## src/rtl/piso_pkg.sv

```systemverilog
// Shared types and sizing helpers for the parallel-in serial-out transmitter.
package piso_pkg;

   typedef enum logic [1:0] {
      IDLE   = 2'd0,
      SHIFT  = 2'd1,
      PARITY = 2'd2
   } state_t;

   // Bits needed to count 0..width inclusive
   function automatic int unsigned cnt_w(input int unsigned width);
      return $clog2(width + 1);
   endfunction

endpackage

```

## src/rtl/piso_serializer.sv

```systemverilog
// Parallel-in serial-out transmitter, MSB first, paced by bit_en.
// Define PISO_PARITY_EN to append an even-parity bit to every frame.
module piso_serializer
   import piso_pkg::*;
#(
   parameter int unsigned WIDTH = 16
) (
   input  logic             clk,
   input  logic             rst,
   input  logic             bit_en,
   input  logic [WIDTH-1:0] data_in,
   input  logic             load_valid,
   output logic             load_ready,
   output logic             bit_out,
   output logic             bit_valid,
   output logic             busy,
   output logic             done
);

   localparam int unsigned   CW   = cnt_w(WIDTH);
   localparam logic [CW-1:0] LAST = CW'(WIDTH - 1);

   state_t           state_q, state_d;
   logic [WIDTH-1:0] shreg_q, shreg_d;
   logic [CW-1:0]    cnt_q, cnt_d;
   logic             bit_valid_d;
   logic             busy_d;
   logic             done_d;
   logic             last_c;
   logic             accept_c;

`ifdef PISO_PARITY_EN
   logic             parity_q, parity_d;

   assign last_c = (state_q == PARITY);
`else
   assign last_c = (state_q == SHIFT) && (cnt_q == LAST);
`endif

   // Ready in IDLE, or as the final bit of a frame is consumed for gapless frames
   assign load_ready = rst & ((state_q == IDLE) | (last_c & bit_en));
   assign accept_c   = load_valid & load_ready;

   // The presented bit is the shift register MSB; it drains to zero at frame end
   assign bit_out = shreg_q[WIDTH-1];

   always_ff @(posedge clk or negedge rst) begin
      if (!rst) begin
         state_q   <= IDLE;
         shreg_q   <= '0;
         cnt_q     <= '0;
         bit_valid <= 1'b0;
         busy      <= 1'b0;
         done      <= 1'b0;
`ifdef PISO_PARITY_EN
         parity_q  <= 1'b0;
`endif
      end else begin
         state_q   <= state_d;
         shreg_q   <= shreg_d;
         cnt_q     <= cnt_d;
         bit_valid <= bit_valid_d;
         busy      <= busy_d;
         done      <= done_d;
`ifdef PISO_PARITY_EN
         parity_q  <= parity_d;
`endif
      end
   end

   // Next-state and output logic; bit_en low holds everything
   always_comb begin
      state_d     = state_q;
      shreg_d     = shreg_q;
      cnt_d       = cnt_q;
      bit_valid_d = bit_valid;
      done_d      = 1'b0;
`ifdef PISO_PARITY_EN
      parity_d    = parity_q;
`endif

      if (accept_c) begin
         state_d     = SHIFT;
         shreg_d     = data_in;
         cnt_d       = '0;
         bit_valid_d = 1'b1;
`ifdef PISO_PARITY_EN
         parity_d    = ^data_in;
`endif
      end else if (bit_en) begin
         case (state_q)
            SHIFT: begin
               shreg_d = {shreg_q[WIDTH-2:0], 1'b0};
               cnt_d   = cnt_q + CW'(1);
               if (cnt_q == LAST) begin
`ifdef PISO_PARITY_EN
                  state_d = PARITY;
                  shreg_d = {parity_q, {(WIDTH-1){1'b0}}};
`else
                  state_d     = IDLE;
                  bit_valid_d = 1'b0;
                  done_d      = 1'b1;
`endif
               end
            end
`ifdef PISO_PARITY_EN
            PARITY: begin
               state_d     = IDLE;
               shreg_d     = '0;
               bit_valid_d = 1'b0;
               done_d      = 1'b1;
            end
`endif
            default: ;
         endcase
      end

      busy_d = (state_d != IDLE);
   end

endmodule

```

## config.mk

```make
export PLATFORM = sky130hd
export DESIGN_NAME = piso_serializer
export DESIGN_NICKNAME = d
export VERILOG_FILES = /design/src/rtl/piso_pkg.sv /design/src/rtl/piso_serializer.sv
export SDC_FILE = /design/constraint.sdc
export NUM_CORES = 1
export LEC_CHECK = 0
export BUFFER_PORTS_ARGS = -buffer_cell sky130_fd_sc_hd__buf_4
export CORE_ASPECT_RATIO = 1.5
export CORE_MARGIN = 5
export CORE_UTILIZATION = 45
export CTS_CLUSTER_SIZE = 25
export DETAILED_ROUTE_END_ITERATION = 8
export PLACE_DENSITY = 0.7
export REMOVE_ABC_BUFFERS = 1
export SYNTH_ARGS = -nofsm -noshare
export SYNTH_HDL_FRONTEND = slang
export SYNTH_SLANG_ARGS = --single-unit
```

## constraint.sdc

```tcl
create_clock -name clk -period 2 [get_ports clk]
set_input_delay 0.6 -clock clk [delete_from_list [all_inputs] [get_ports clk]]
set_output_delay 0.6 -clock clk [all_outputs]
set_load 0.05 [all_outputs]
```

==> flow_summary.json <==
{
  "p_leak_nw": 0.848,
  "setup_ws_ps": -246,
  "viasPerCell": 5.01,
  "crit_type": "register to primary output",
  "use_met3_pct": 2.18,
  "ff_latch_area_um2": 651,
  "drt_iter0_drc": 5,
  "violations": "setup timing",
  "grt_overflow": 0,
  "port_buffers": 24,
  "start_util_pct": 46.9,
  "use_met1_pct": 12.9,
  "die-area_mm2": 0.00401,
  "die_height_um": 75.1,
  "power_density_mw_per_mm2": 1260,
  "nNetsFinal": 159,
  "cts_sinks": 26,
  "layoutNonFillerInstCount": 173,
  "nFillCells": 234,
  "firstDrtPassIters": 3,
  "grt_pass1_wl_um": 3950,
  "yosys-top-cells-area": "dfrtp_1 51%, mux2_2 27%, buf_6 3.5%, ha_1 2.0%, a211oi_4 1.6%",
  "drc": 0,
  "fmax_mhz": 445,
  "yosysSeqAreaShare_pct": 51.2,
  "synth_top_area_share_pct": 51.2,
  "num_rows": 23,
  "critPathMaxFanout": 2,
  "yosysTopAreaCell": "dfrtp_1",
  "avgSynthCellArea_um2": 13.5,
  "antenna_found_initial": 0,
  "layout-drive-gt1-share_pct": 63.2,
  "final_area_mm2": 0.00179,
  "synth.cell_area_mm2": 0.00127,
  "numCtsBuffers": 3,
  "insertion_delay_ps": 270,
  "cts_root_buf": "clkbuf_8",
  "drt_wl_total_um": 2700,
  "synth_cells": 94,
  "grt_pass1_vias": 964,
  "place.gp.congestion": 0.764,
  "dpl_worst_slack_ps": -25.5,
  "grt_max_degree": 25,
  "multi_input_area_um2": 646,
  "synthDistinctLibCells": 23,
  "vias": 866,
  "yosysWarnings": 0,
  "core-area_mm2": 0.00271,
  "finalCritPeriodShare_pct": 112,
  "rsz0062_at_grt": "yes",
  "critPathRequiredTime_ps": 1400,
  "finalHoldViolCount": 0,
  "relSlewSlack_pct": 79.2,
  "max-vdd-ir-drop_mv": 0.708,
  "placed_cell_area_mm2": 0.00151,
  "dpl.hpwl_um": 1550,
  "synthToLayoutAreaGrowth_pct": 41.3,
  "start_kind": "register",
  "clk_pin_slew_worst_paths_ps": 90,
  "placed_cells": 156,
  "setup_viol": 18,
  "die_w_um": 53.4,
  "min_path_type": "input port to async pin",
  "drt.antenna.violating_nets": 0,
  "skew_ps": 2.41,
  "grt-busiest-layer": "met2",
  "holdBufCountCts": 0,
  "tightest_slew_ps": 312,
  "met2_usage_pct": 26.5,
  "critPathCaptureType": "primary output",
  "track_usage_pct": 13.5,
  "io_pins": 25,
  "routedWlPerCell_um": 15.6,
  "critPathArrivalTime_ps": 1650,
  "maxCapViolations": 0,
  "period_needed_ps": 2250,
  "outcome": "finished, violations left",
  "drv_slew": 0,
  "htree_levels": 1,
  "synth-seq-cells": 26,
  "cts_tree": "built",
  "antenna_cells": 0,
  "clockBufferDepth": 2
}
-- state kept, by name, indices dropped and copies added (netlist names) --
register   count
shreg_q       16
busy           1
state_q        2
done           1
bit_valid      1
cnt_q          5
-- final timing paths --
check	slack, ps	startpoint	cells past startpoint	endpoint
worst max-delay path	-250	cnt_q[0]	7	load_ready
worst min-delay path	270	rst	2	cnt_q[1]
worst max register to register	-150	cnt_q[0]	10	shreg_q[1]
worst min register to register	490	bit_valid	1	bit_valid
max in group asynchronous	1550	rst	2	shreg_q[6]
min in group clk	490	bit_valid	1	bit_valid
-- Yosys cell counts --
cell type,count
dfrtp_1,26
o21ai_0,2
or2_2,1
inv_1,2
ha_1,2
mux2_2,30
a211oi_4,1
nand2_1,4
nand3b_4,1
and2_1,1
mux2i_1,2
clkbuf_1,1
a21oi_1,3
nand4b_1,2
or3_1,1
buf_6,4
xor2_1,2
nand3_1,1
and3_1,1
nand2b_1,1
nand2_2,1
a21o_1,1
nor2_1,4
-- layout make-up --
cell class / instances / share of cell area, %
clock buffers: 4 / 3.07
inverters: 2 / 0.418
multi-input cells: 61 / 36.0
flip-flops and latches: 26 / 36.3
well taps: 37 / 2.58
repair buffers: 43 / 21.7
-- cells in the final DEF (no fill, tap or decap) --
| cell type | n |
|---|---|
| a21o_1 | 1 |
| and2_4 | 1 |
| buf_6 | 3 |
| mux2_2 | 15 |
| a211oi_4 | 1 |
| nand2_1 | 4 |
| buf_4 | 36 |
| nand2_2 | 1 |
| or3_1 | 1 |
| clkbuf_8 | 4 |
| nand3b_4 | 1 |
| buf_12 | 1 |
| buf_8 | 1 |
| nand3_1 | 1 |
| xor2_1 | 2 |
| inv_1 | 2 |
| dfrtp_1 | 26 |
| mux2i_1 | 2 |
| a21oi_2 | 1 |
| or2_2 | 1 |
| ha_2 | 1 |
| a21oi_1 | 2 |
| nand2b_1 | 1 |
| o21ai_0 | 2 |
| nand4b_1 | 2 |
| and3_4 | 1 |
| nor2_1 | 4 |
| ha_4 | 1 |
| mux2_4 | 15 |
| clkbuf_16 | 2 |
-- logic make-up after synthesis --
family,after synthesis,synth area share [%]
buf+inv,7,4.43
mux,32,28.2
compound gates,7,4.14
simple gates,18,8.67
fa+ha+maj,2,1.97
flops,26,51.2
xor+xnor,2,1.38
-- per-stage QoR --
stage	setup TNS [ps]	utilization [%]	hold slack (ps)	power, mW
floorplan	-2310	-	304	1.42
global placement	-8.96	55.6	461	1.62
detailed placement	-25.5	55.6	479	1.66
CTS	-640	61.5	273	2.14
global route	-3630	66.3	281	2.41
finish	-2200	66.3	272	2.27
-- critical path, stage by stage (launching register included) --
cell and delay (ps):
dfrtp_1 370, ha_2 190, and3_4 200, ha_4 130
nand2_2 50, a21oi_2 140, and2_4 170, buf_8 140
-- routing by layer --
metal  vias to the layer above  share of wire [%]
li1                        410                  -
met1                       434                 36
met2                        17                 58
met3                         5                3.2
met4                         0                2.3
met5                         -                  0
-- timing repair --
item / 4_1_cts / 5_1_grt
gates resized for setup: 20 / 5
gates cloned: 0 / 3
buffers inserted: 3 / 7
pin swaps: 4 / 1
endpoints found under the hold margin: 0 / 0
endpoints found under the setup margin: 1 / 17
-- power breakdown --
group          total (mW)  switching [mW]  internal, mW
sequential          0.851           0.119         0.732
combinational        1.08           0.426         0.651
clock               0.339           0.163         0.176
total                2.27           0.708          1.56
Note: power is estimated with default switching activity, not from simulation.
